$ cat config.mk
export PLATFORM = sky130hd
export DESIGN_NAME = lcd_text_scanout
export DESIGN_NICKNAME = d
export VERILOG_FILES = /design/src/rtl/lcd_text_scanout_pkg.sv /design/src/rtl/lcd_text_scanout_counter.sv /design/src/rtl/lcd_text_scanout.sv
export SDC_FILE = /design/constraint.sdc
export NUM_CORES = 1
export LEC_CHECK = 0
export CORE_UTILIZATION = 30
export CTS_CLUSTER_SIZE = 24
export DETAILED_ROUTE_END_ITERATION = 16
export PLACE_DENSITY_LB_ADDON = 0.1
export SKIP_LAST_GASP = 1
export SYNTH_ARGS = -nofsm -noshare
export SYNTH_HDL_FRONTEND = slang
export SYNTH_SLANG_ARGS = --single-unit
$ cat constraint.sdc
create_clock -name clk -period 2.2 [get_ports clk]
set_input_delay 0.55 -clock clk [delete_from_list [all_inputs] [get_ports clk]]
set_output_delay 0.55 -clock clk [all_outputs]
set_load 0.05 [all_outputs]
$ cat src/rtl/lcd_text_scanout_pkg.sv
// Shared constants and types for the text-mode LCD scanout.
//   LCD_COLS/LCD_ROWS : character grid (60x17 cells on a 480x272 panel)
//   GLYPH_W/GLYPH_H   : character cell size in pixels (8x16)
//   VRAM_AW           : VRAM address width (1024 cells)
//   rgb565_t          : packed RGB565 pixel
package lcd_text_scanout_pkg;

  localparam int unsigned LCD_COLS = 60;
  localparam int unsigned LCD_ROWS = 17;
  localparam int unsigned GLYPH_W  = 8;
  localparam int unsigned GLYPH_H  = 16;
  localparam int unsigned VRAM_AW  = 10;
  localparam int unsigned PX_W     = $clog2(GLYPH_W);
  localparam int unsigned LINE_W   = $clog2(GLYPH_H);

  typedef struct packed {
    logic [4:0] r;
    logic [5:0] g;
    logic [4:0] b;
  } rgb565_t;

  localparam rgb565_t RGB_WHITE = 16'hFFFF;
  localparam rgb565_t RGB_BLACK = 16'h0000;

endpackage

$ cat src/rtl/lcd_text_scanout_counter.sv
// Scan position tracker for the text scanout.
//   clk, reset      : pixel clock, async active-high reset
//   de_in, vsync_in : timing stream from the LCD timing generator
//   px, line        : pixel within the glyph row, glyph line within the cell
//   cell_addr       : row_base + col, the VRAM address of the current cell
//   row_active      : row < ROWS (frame still inside the character grid)
//   col_done        : pixels past the last column of the current line
//   blink           : frame counter bit used for cursor blinking
module text_scan_counter
  import lcd_text_scanout_pkg::*;
#(
  parameter int unsigned COLS        = LCD_COLS,
  parameter int unsigned ROWS        = LCD_ROWS,
  parameter logic        SYNC_ACTIVE = 1'b0,
  parameter int unsigned BLINK_BIT   = 4
) (
  input  logic               clk,
  input  logic               reset,
  input  logic               de_in,
  input  logic               vsync_in,
  output logic [PX_W-1:0]    px,
  output logic [LINE_W-1:0]  line,
  output logic [VRAM_AW-1:0] cell_addr,
  output logic               row_active,
  output logic               col_done,
  output logic               blink
);

  localparam int unsigned COL_W = (COLS > 1) ? $clog2(COLS) : 1;
  localparam int unsigned ROW_W = $clog2(ROWS + 1);

  logic [COL_W-1:0]   col;
  logic [ROW_W-1:0]   row;
  logic [VRAM_AW-1:0] row_base;
  logic [7:0]         frame_cnt;
  logic               de_d1;
  logic               vs_act_d1;
  logic               vs_act;
  logic               de_fall;
  logic               vs_edge;

  assign vs_act     = (vsync_in == SYNC_ACTIVE);
  assign de_fall    = de_d1 & ~de_in;
  assign vs_edge    = vs_act & ~vs_act_d1;
  assign cell_addr  = row_base + VRAM_AW'(col);
  assign row_active = (row < ROW_W'(ROWS));
  assign blink      = frame_cnt[BLINK_BIT];

  // Vsync (level) has priority over a coincident de falling edge.
  always_ff @(posedge clk or posedge reset) begin
    if (reset) begin
      px        <= '0;
      col       <= '0;
      col_done  <= 1'b0;
      line      <= '0;
      row       <= '0;
      row_base  <= '0;
      frame_cnt <= '0;
      de_d1     <= 1'b0;
      vs_act_d1 <= 1'b0;
    end else begin
      de_d1     <= de_in;
      vs_act_d1 <= vs_act;
      if (vs_edge) begin
        frame_cnt <= frame_cnt + 8'd1;
      end
      if (vs_act) begin
        px       <= '0;
        col      <= '0;
        col_done <= 1'b0;
        line     <= '0;
        row      <= '0;
        row_base <= '0;
      end else if (de_fall) begin
        px       <= '0;
        col      <= '0;
        col_done <= 1'b0;
        line     <= line + LINE_W'(1);
        // row saturates at ROWS so row_base never wraps past the grid
        if (line == LINE_W'(GLYPH_H - 1) && row_active) begin
          row      <= row + ROW_W'(1);
          row_base <= row_base + VRAM_AW'(COLS);
        end
      end else if (de_in) begin
        px <= px + PX_W'(1);
        if (px == PX_W'(GLYPH_W - 1)) begin
          if (col == COL_W'(COLS - 1)) begin
            col_done <= 1'b1;
          end else begin
            col <= col + COL_W'(1);
          end
        end
      end
    end
  end

endmodule

$ cat src/rtl/lcd_text_scanout.sv
// Text-mode scanout: VRAM cell fetch -> font ROM lookup -> RGB565 pixel.
//   clk, reset                    : pixel clock, async active-high reset
//   de_in, hsync_in, vsync_in     : LCD timing stream in
//   vram_adb, vram_ceb, vram_dout : VRAM read port (data 1 clk after address)
//   font_addr, font_data          : font ROM port {char, glyph line} -> row bits
//   cursor_addr, cursor_en        : blinking inverted-cell cursor
//   lcd_r/g/b, lcd_de/hsync/vsync : pixel out, timing delayed 3 clk to match
module lcd_text_scanout
  import lcd_text_scanout_pkg::*;
#(
  parameter int unsigned COLS        = LCD_COLS,
  parameter int unsigned ROWS        = LCD_ROWS,
  parameter rgb565_t     FG_RGB      = RGB_WHITE,
  parameter rgb565_t     BG_RGB      = RGB_BLACK,
  parameter logic        SYNC_ACTIVE = 1'b0,
  parameter int unsigned BLINK_BIT   = 4
) (
  input  logic                clk,
  input  logic                reset,
  input  logic                de_in,
  input  logic                hsync_in,
  input  logic                vsync_in,
  output logic [VRAM_AW-1:0]  vram_adb,
  output logic                vram_ceb,
  input  logic [7:0]          vram_dout,
  output logic [11:0]         font_addr,
  input  logic [7:0]          font_data,
  input  logic [VRAM_AW-1:0]  cursor_addr,
  input  logic                cursor_en,
  output logic [4:0]          lcd_r,
  output logic [5:0]          lcd_g,
  output logic [4:0]          lcd_b,
  output logic                lcd_de,
  output logic                lcd_hsync,
  output logic                lcd_vsync
);

  logic [PX_W-1:0]    px;
  logic [LINE_W-1:0]  line;
  logic [VRAM_AW-1:0] cell_addr;
  logic               row_active;
  logic               col_done;
  logic               blink;

  text_scan_counter #(
    .COLS        (COLS),
    .ROWS        (ROWS),
    .SYNC_ACTIVE (SYNC_ACTIVE),
    .BLINK_BIT   (BLINK_BIT)
  ) u_counter (
    .clk        (clk),
    .reset      (reset),
    .de_in      (de_in),
    .vsync_in   (vsync_in),
    .px         (px),
    .line       (line),
    .cell_addr  (cell_addr),
    .row_active (row_active),
    .col_done   (col_done),
    .blink      (blink)
  );

  logic              valid;
  logic              cursor_hit;
  logic              de_d1, de_d2;
  logic              valid_d1, valid_d2;
  logic              hit_d1, hit_d2;
  logic [PX_W-1:0]   px_d1, px_d2;
  logic [LINE_W-1:0] line_d1;
  logic [2:0]        hs_sr, vs_sr;
  logic              pix;
  rgb565_t           rgb_q;

  assign vram_adb   = cell_addr;
  assign vram_ceb   = de_in & row_active & ~reset;
  assign valid      = de_in & row_active & ~col_done;
  assign cursor_hit = cursor_en & blink & (cell_addr == cursor_addr);

  // Gated so the ROM address idles at zero outside valid cells (and in reset).
  assign font_addr  = valid_d1 ? {vram_dout, line_d1} : '0;
  assign pix        = font_data[PX_W'(GLYPH_W - 1) - px_d2] ^ hit_d2;

  always_ff @(posedge clk or posedge reset) begin
    if (reset) begin
      de_d1    <= 1'b0;
      de_d2    <= 1'b0;
      valid_d1 <= 1'b0;
      valid_d2 <= 1'b0;
      hit_d1   <= 1'b0;
      hit_d2   <= 1'b0;
      px_d1    <= '0;
      px_d2    <= '0;
      line_d1  <= '0;
      hs_sr    <= {3{~SYNC_ACTIVE}};
      vs_sr    <= {3{~SYNC_ACTIVE}};
      lcd_de   <= 1'b0;
      rgb_q    <= '0;
    end else begin
      de_d1    <= de_in;
      de_d2    <= de_d1;
      valid_d1 <= valid;
      valid_d2 <= valid_d1;
      hit_d1   <= cursor_hit;
      hit_d2   <= hit_d1;
      px_d1    <= px;
      px_d2    <= px_d1;
      line_d1  <= line;
      hs_sr    <= {hs_sr[1:0], hsync_in};
      vs_sr    <= {vs_sr[1:0], vsync_in};
      lcd_de   <= de_d2;
      if (!de_d2) begin
        rgb_q <= '0;
      end else if (valid_d2 && pix) begin
        rgb_q <= FG_RGB;
      end else begin
        rgb_q <= BG_RGB;
      end
    end
  end

  assign lcd_r     = rgb_q.r;
  assign lcd_g     = rgb_q.g;
  assign lcd_b     = rgb_q.b;
  assign lcd_hsync = hs_sr[2];
  assign lcd_vsync = vs_sr[2];

endmodule

Yosys cells after proc, flatten, opt, wreduce, memory -nomap -nowiden
Cells that the tools add are included.
{"block": "totals", "register_bits": 77, "input_bits": 32, "out_inout_bits": 42, "wordCells": 87}
{"block": "classes", "reduce_logical": 5, "add_sub_neg": 8, "n_eq_ne": 10, "order_cmp": 2, "n_bitwise": 13, "n_mux": 26}
{"cell": "$mux 16", "n": 2}
{"cell": "$mux 10", "n": 3}
{"cell": "$mux 6", "n": 5}
{"cell": "$mux 5", "n": 3}
{"cell": "$mux 12", "n": 1}
{"cell": "$add 10x6->10", "n": 1}
{"cell": "$add 10x6->10 const B", "n": 1}
{"cell": "$eq 10x10->1", "n": 1}
{"cell": "$mux 3", "n": 3}
{"cell": "$add 8x1->8 const B", "n": 1}
{"cell": "$mux 4", "n": 2}
{"cell": "$and 1x1->1", "n": 7}
{"cell": "$add 6x1->6 const B", "n": 1}
{"cell": "$eq 6x6->1 const B", "n": 1}
{"cell": "$mux 1", "n": 6}
{"cell": "$ne 3x1->1 const B", "n": 2}
{"cell": "$ne 3x2->1 const B", "n": 2}
{"cell": "$reduce_and 3->1", "n": 2}
{"cell": "$add 5x1->5 const B", "n": 1}
{"cell": "$lt 5x5->1 const B", "n": 1}
{"cell": "$not 1->1", "n": 5}
{"cell": "$add 4x1->4 const B", "n": 1}
{"cell": "$eq 4x4->1 const B", "n": 1}
{"cell": "$lt 3x4->1 const B", "n": 1}
{"cell": "other kinds (8)", "n": 10}

Longest topological paths before layout
{"block": "depth", "depth_word": 7, "mapped_depth": 9, "depth_no_buf": 7}

By module
Synthesis repeated with hierarchy kept, for this count alone.
{"block": "unflattened", "hier_cells": 266, "hier_area_um2": 2886.5}
{"module": "text_scan_counter", "area_each_um2": 1868.0, "cells_each": 186, "instances": 1, "seq_area_each_um2": 850.8}
{"module": "lcd_text_scanout", "area_each_um2": 1018.5, "cells_each": 80, "instances": 1, "seq_area_each_um2": 608.1}

Worst setup path before layout
OpenSTA, ideal clock, no wires.
{"block": "synth_path", "path_type": "register to output", "from": "reg u_counter.row_base[4]", "to": "out vram_adb[8]", "t_required_ns": 1.650, "arrival_time_ns": 2.133, "stages_incl_launch_ff": 8, "path_buffers": 1, "path_slack_ns": -0.483, "cell_sequence": "dfrtp_1 -> ha_1 -> buf_2 -> o21ai_0 -> o21bai_1 -> a21oi_2 -> nor2_1 -> xor2_1"}
{"block": "synth_between", "elab_chain_cells": 1}
{"element": "from (decl)", "line_no": "lcd_text_scanout_counter.sv:34", "source": "logic [VRAM_AW-1:0] row_base;"}
{"element": "from (signal assigned)", "line_no": "lcd_text_scanout_counter.sv:82", "source": "row_base <= row_base + VRAM_AW'(COLS);"}
{"element": "$add 10x6->10", "line_no": "lcd_text_scanout_counter.sv:45", "source": "assign cell_addr = row_base + VRAM_AW'(col);"}
{"element": "to (decl)", "line_no": "lcd_text_scanout.sv:23", "source": "output logic [VRAM_AW-1:0] vram_adb,"}
Every way passes these cells.

Final worst setup path
{"block": "layout_path", "from": "reg u_counter.row_base[2]", "to": "out vram_adb[6]"}
The elaborated chain is that of the path after synthesis.

==> flow_summary.ini <==
[run_status]
outcome = finished, violations left
violations_in_the_final_reports = setup timing

[sta]
final-hold-violation-count = 0
setup_viol = 6
whs_ns = 0.3504
drv_slew = 0
maxClockFrequency_ghz = 0.3989
final_min_period_over_clock_period_pct = 113.9
final.setup.worst_slack_ns = -0.3069
grt_setup_unrepaired = true
clock_skew_ns = 0.01177
layout_min_cycle_time_ns = 2.507

[cells_and_area]
layoutNonFillerInstCount = 504
area_growth_pct = 53.20
seqCellArea_mm2 = 0.001435
layout-drive-gt1-share_pct = 35.20
design.final.nets = 414
antenna_cells = 0
multi_input_comb_area_mm2 = 0.001523
num-fill-cells = 901

[logic_synthesis]
synth_commonest_cells = dfrtp_1, nor2_1, xor2_1
synth_seq_area_share_pct = 48.58
synthesis.nets = 319
synth_area_leader_cell = dfrtp_1
synth-seq-cells = 57
synth-async-reset-ratio_pct = 100.0
netlist_instances = 275
synth_enable_flop_cells = 0
yosysTopAreaCellShare_pct = 43.24
synthesis.area_mm2 = 0.002952
post_synth_num_cell_types = 49
post_synth.cell_area_avg_um2 = 10.73
yosys.cell_count.top_type = dfrtp_1
netlist_top_cells_area = dfrtp_1, xor2_1, dfstp_2
synth_flop_cell = dfrtp_1
synth-warning-count = 0

[placed_design]
portBuffers = 73
dp_hpwl_um = 4483
dp_cells = 478
place.gp.congestion = 0.8273

[route]
drtPass1Iterations = 4
route.detailed.vias_per_inst = 4.343
routed_wl_um = 6277
postRouteAntennaNets = 0
drcViolationCount = 0
drt_iter0_drc = 47
mean_routed_wirelength_per_cell_um = 12.45
via_count = 2189

[worst_setup_path]
worst-path-max-fanout = 3
timing.setup.critical_path_class = reg2out
timing.critical_path.required_ns = 1.65
setup.worst_path.end_class = output port
worst_r2r_endpoint = hit_d1$_DFF_PP0_
rr_startpoint = u_counter.row_base[5]$_DFFE_PP0P_
worst_r2r_path_depth = 8
flop_to_flop_setup_slack_ns = 0.13
cp.buffers_inverters = 2
crit_path_cell_trace = ha_4 -> a211oi_4 -> o21bai_2 -> a21oi_2 -> buf_4 -> xnor2_4 -> buf_12
critPathTopFamily = compound AO/OA/AOI/OAI gates
critical_path.startpoint_type = flop
critical_path.slowest_cell = dfrtp_1
worst_path_largest_cell_delay_ns = 0.42
cp.arrival_ns = 1.96

[min_path]
type_of_the_most_critical_hold_path = reg2reg
worst_hold_path.endpoint = px_d2[1]$_DFF_PP0_
min_path_cells = 0
min_from = px_d1[1]$_DFF_PP0_

[clocking]
cts_inserted_buffers = 9
cts_tree = yes
cts.reportedPaths.clkPinSlew_ns = 0.08
cts-hold-fix-buffers = 0
number_of_buffers_on_the_longest_clock_path = 2
clock-sinks = 57
cts_htree_levels = 3
clock_insertion_delay_worst_skew_ns = 0.34
cts.root.buffer_cell = clkbuf_8

[global_route]
global_route.usage.met3_pct = 3.865
global_route_wire_length_before_repair_um = 10580
top_usage_layer = met2
grt.overflow.total = 0
globalRouteMet2Util_pct = 20.88
initial_antenna_violation_count = 0
grt_start_max_net_pins = 58
global_route.usage.total_pct = 13.59
met1_capacity_usage_during_global_routing_pct = 18.42
grt_pass1_vias = 2177

[floorplanning]
floorplan.initialDensity_pct = 31.50
design.die.area_mm2 = 0.01024
die_y_um = 101.2
die_w_um = 101.2
count_of_pins_on_the_block_boundary = 74
floorplan.core_area_mm2 = 0.009371
rows = 35

[power]
power.leakage_uw = 0.002044
max_rail_drop_vdd_uv = 345.9
pwr_density_cell_mw_per_mm2 = 598.1

[flow_run]
maxCapViolCount = 0
## power by group
| group | internal, uW | switching, uW |
|---|---|---|
| combinational | 197 | 216 |
| clock | 648 | 458 |
| sequential | 1120 | 61.0 |
| total | 1970 | 735 |
## area by class of cell
type                    instances  share of cell area [%]
multi-input cells             186                   33.67
flip-flops and latches         57                   31.74
repair buffers                112                   25.65
well taps                     129                   3.569
clock buffers                   9                   2.739
clock inverters                 7                   2.297
inverters                       4                  0.3320
## registers in the layout (all words and copies together) (netlist names), 4 cells and up
signal and flops:
u_counter.frame_cnt 5, u_counter.row 5, u_counter.col 6, u_counter.line 4, line_d1 4, u_counter.row_base 8
## repair_timing
item | 4_1_cts | 5_1_grt
setup buffers | 7 | 3
endpoints found under the setup margin | 8 | 7
gates resized for setup | 12 | 5
pin swaps | 10 | 7
## layer usage
metal | up-vias | wire length, um
met3 | 5 | 267
met2 | 43 | 2873
met1 | 1033 | 3074
li1 | 1108 | -
met4 | 0 | 62
met5 | - | 0
## how the worst max path moves through the flow
stage,startpoint,endpoint,slack [ns],cells after the start
floorplan,u_counter.row_base[4]$_DFFE_PP0P_,vram_adb[8],-0.15,7
global placement,cursor_addr[6],hit_d1$_DFF_PP0_,-0.02,7
detailed placement,u_counter.row_base[4]$_DFFE_PP0P_,vram_adb[8],-0.05,7
CTS,u_counter.col[3]$_DFFE_PP0P_,vram_adb[6],-0.33,7
global route,u_counter.row_base[2]$_DFFE_PP0P_,vram_adb[6],-0.41,7
finish,u_counter.row_base[2]$_DFFE_PP0P_,vram_adb[6],-0.31,7
## logic make-up after synthesis
kind of cell	count (synthesis)	share of synthesized area (%)
xor+xnor	40	12.84
other cells	1	0.1271
fa+ha+maj	12	5.087
simple gates	97	16.74
buf+inv	32	6.528
mux	7	3.264
flops	57	48.58
compound gates	29	6.825
## placed cells by master, fill, tap and decap left out, drive strengths merged, types with 6 or more instances in the layout
| master | n |
|---|---|
| a21oi | 9 |
| and2 | 13 |
| buf | 79 |
| clkbuf | 9 |
| clkdlybuf4s50 | 32 |
| dfrtp | 51 |
| dfstp | 6 |
| ha | 12 |
| nand2 | 15 |
| nand4 | 11 |
| nor2 | 37 |
| o21ai | 6 |
| xnor2 | 17 |
| xor2 | 21 |
## through the flow
stage	setup WS, ns	area (um^2)	util (%)	total power [uW]	TNS [ns]
detailed placement	-0.05382	4141	44.19	1621	-0.06296
CTS	-0.3331	4466	47.65	2748	-1.592
finish	-0.3069	4522	48.25	2705	-1.335
global route	-0.4065	4522	48.25	2843	-2.017
global placement	-0.01703	4141	44.19	1615	-0.03334
floorplan	-0.1458	3077	-	1460	-0.1714
(Power assumes the default switching activity.)
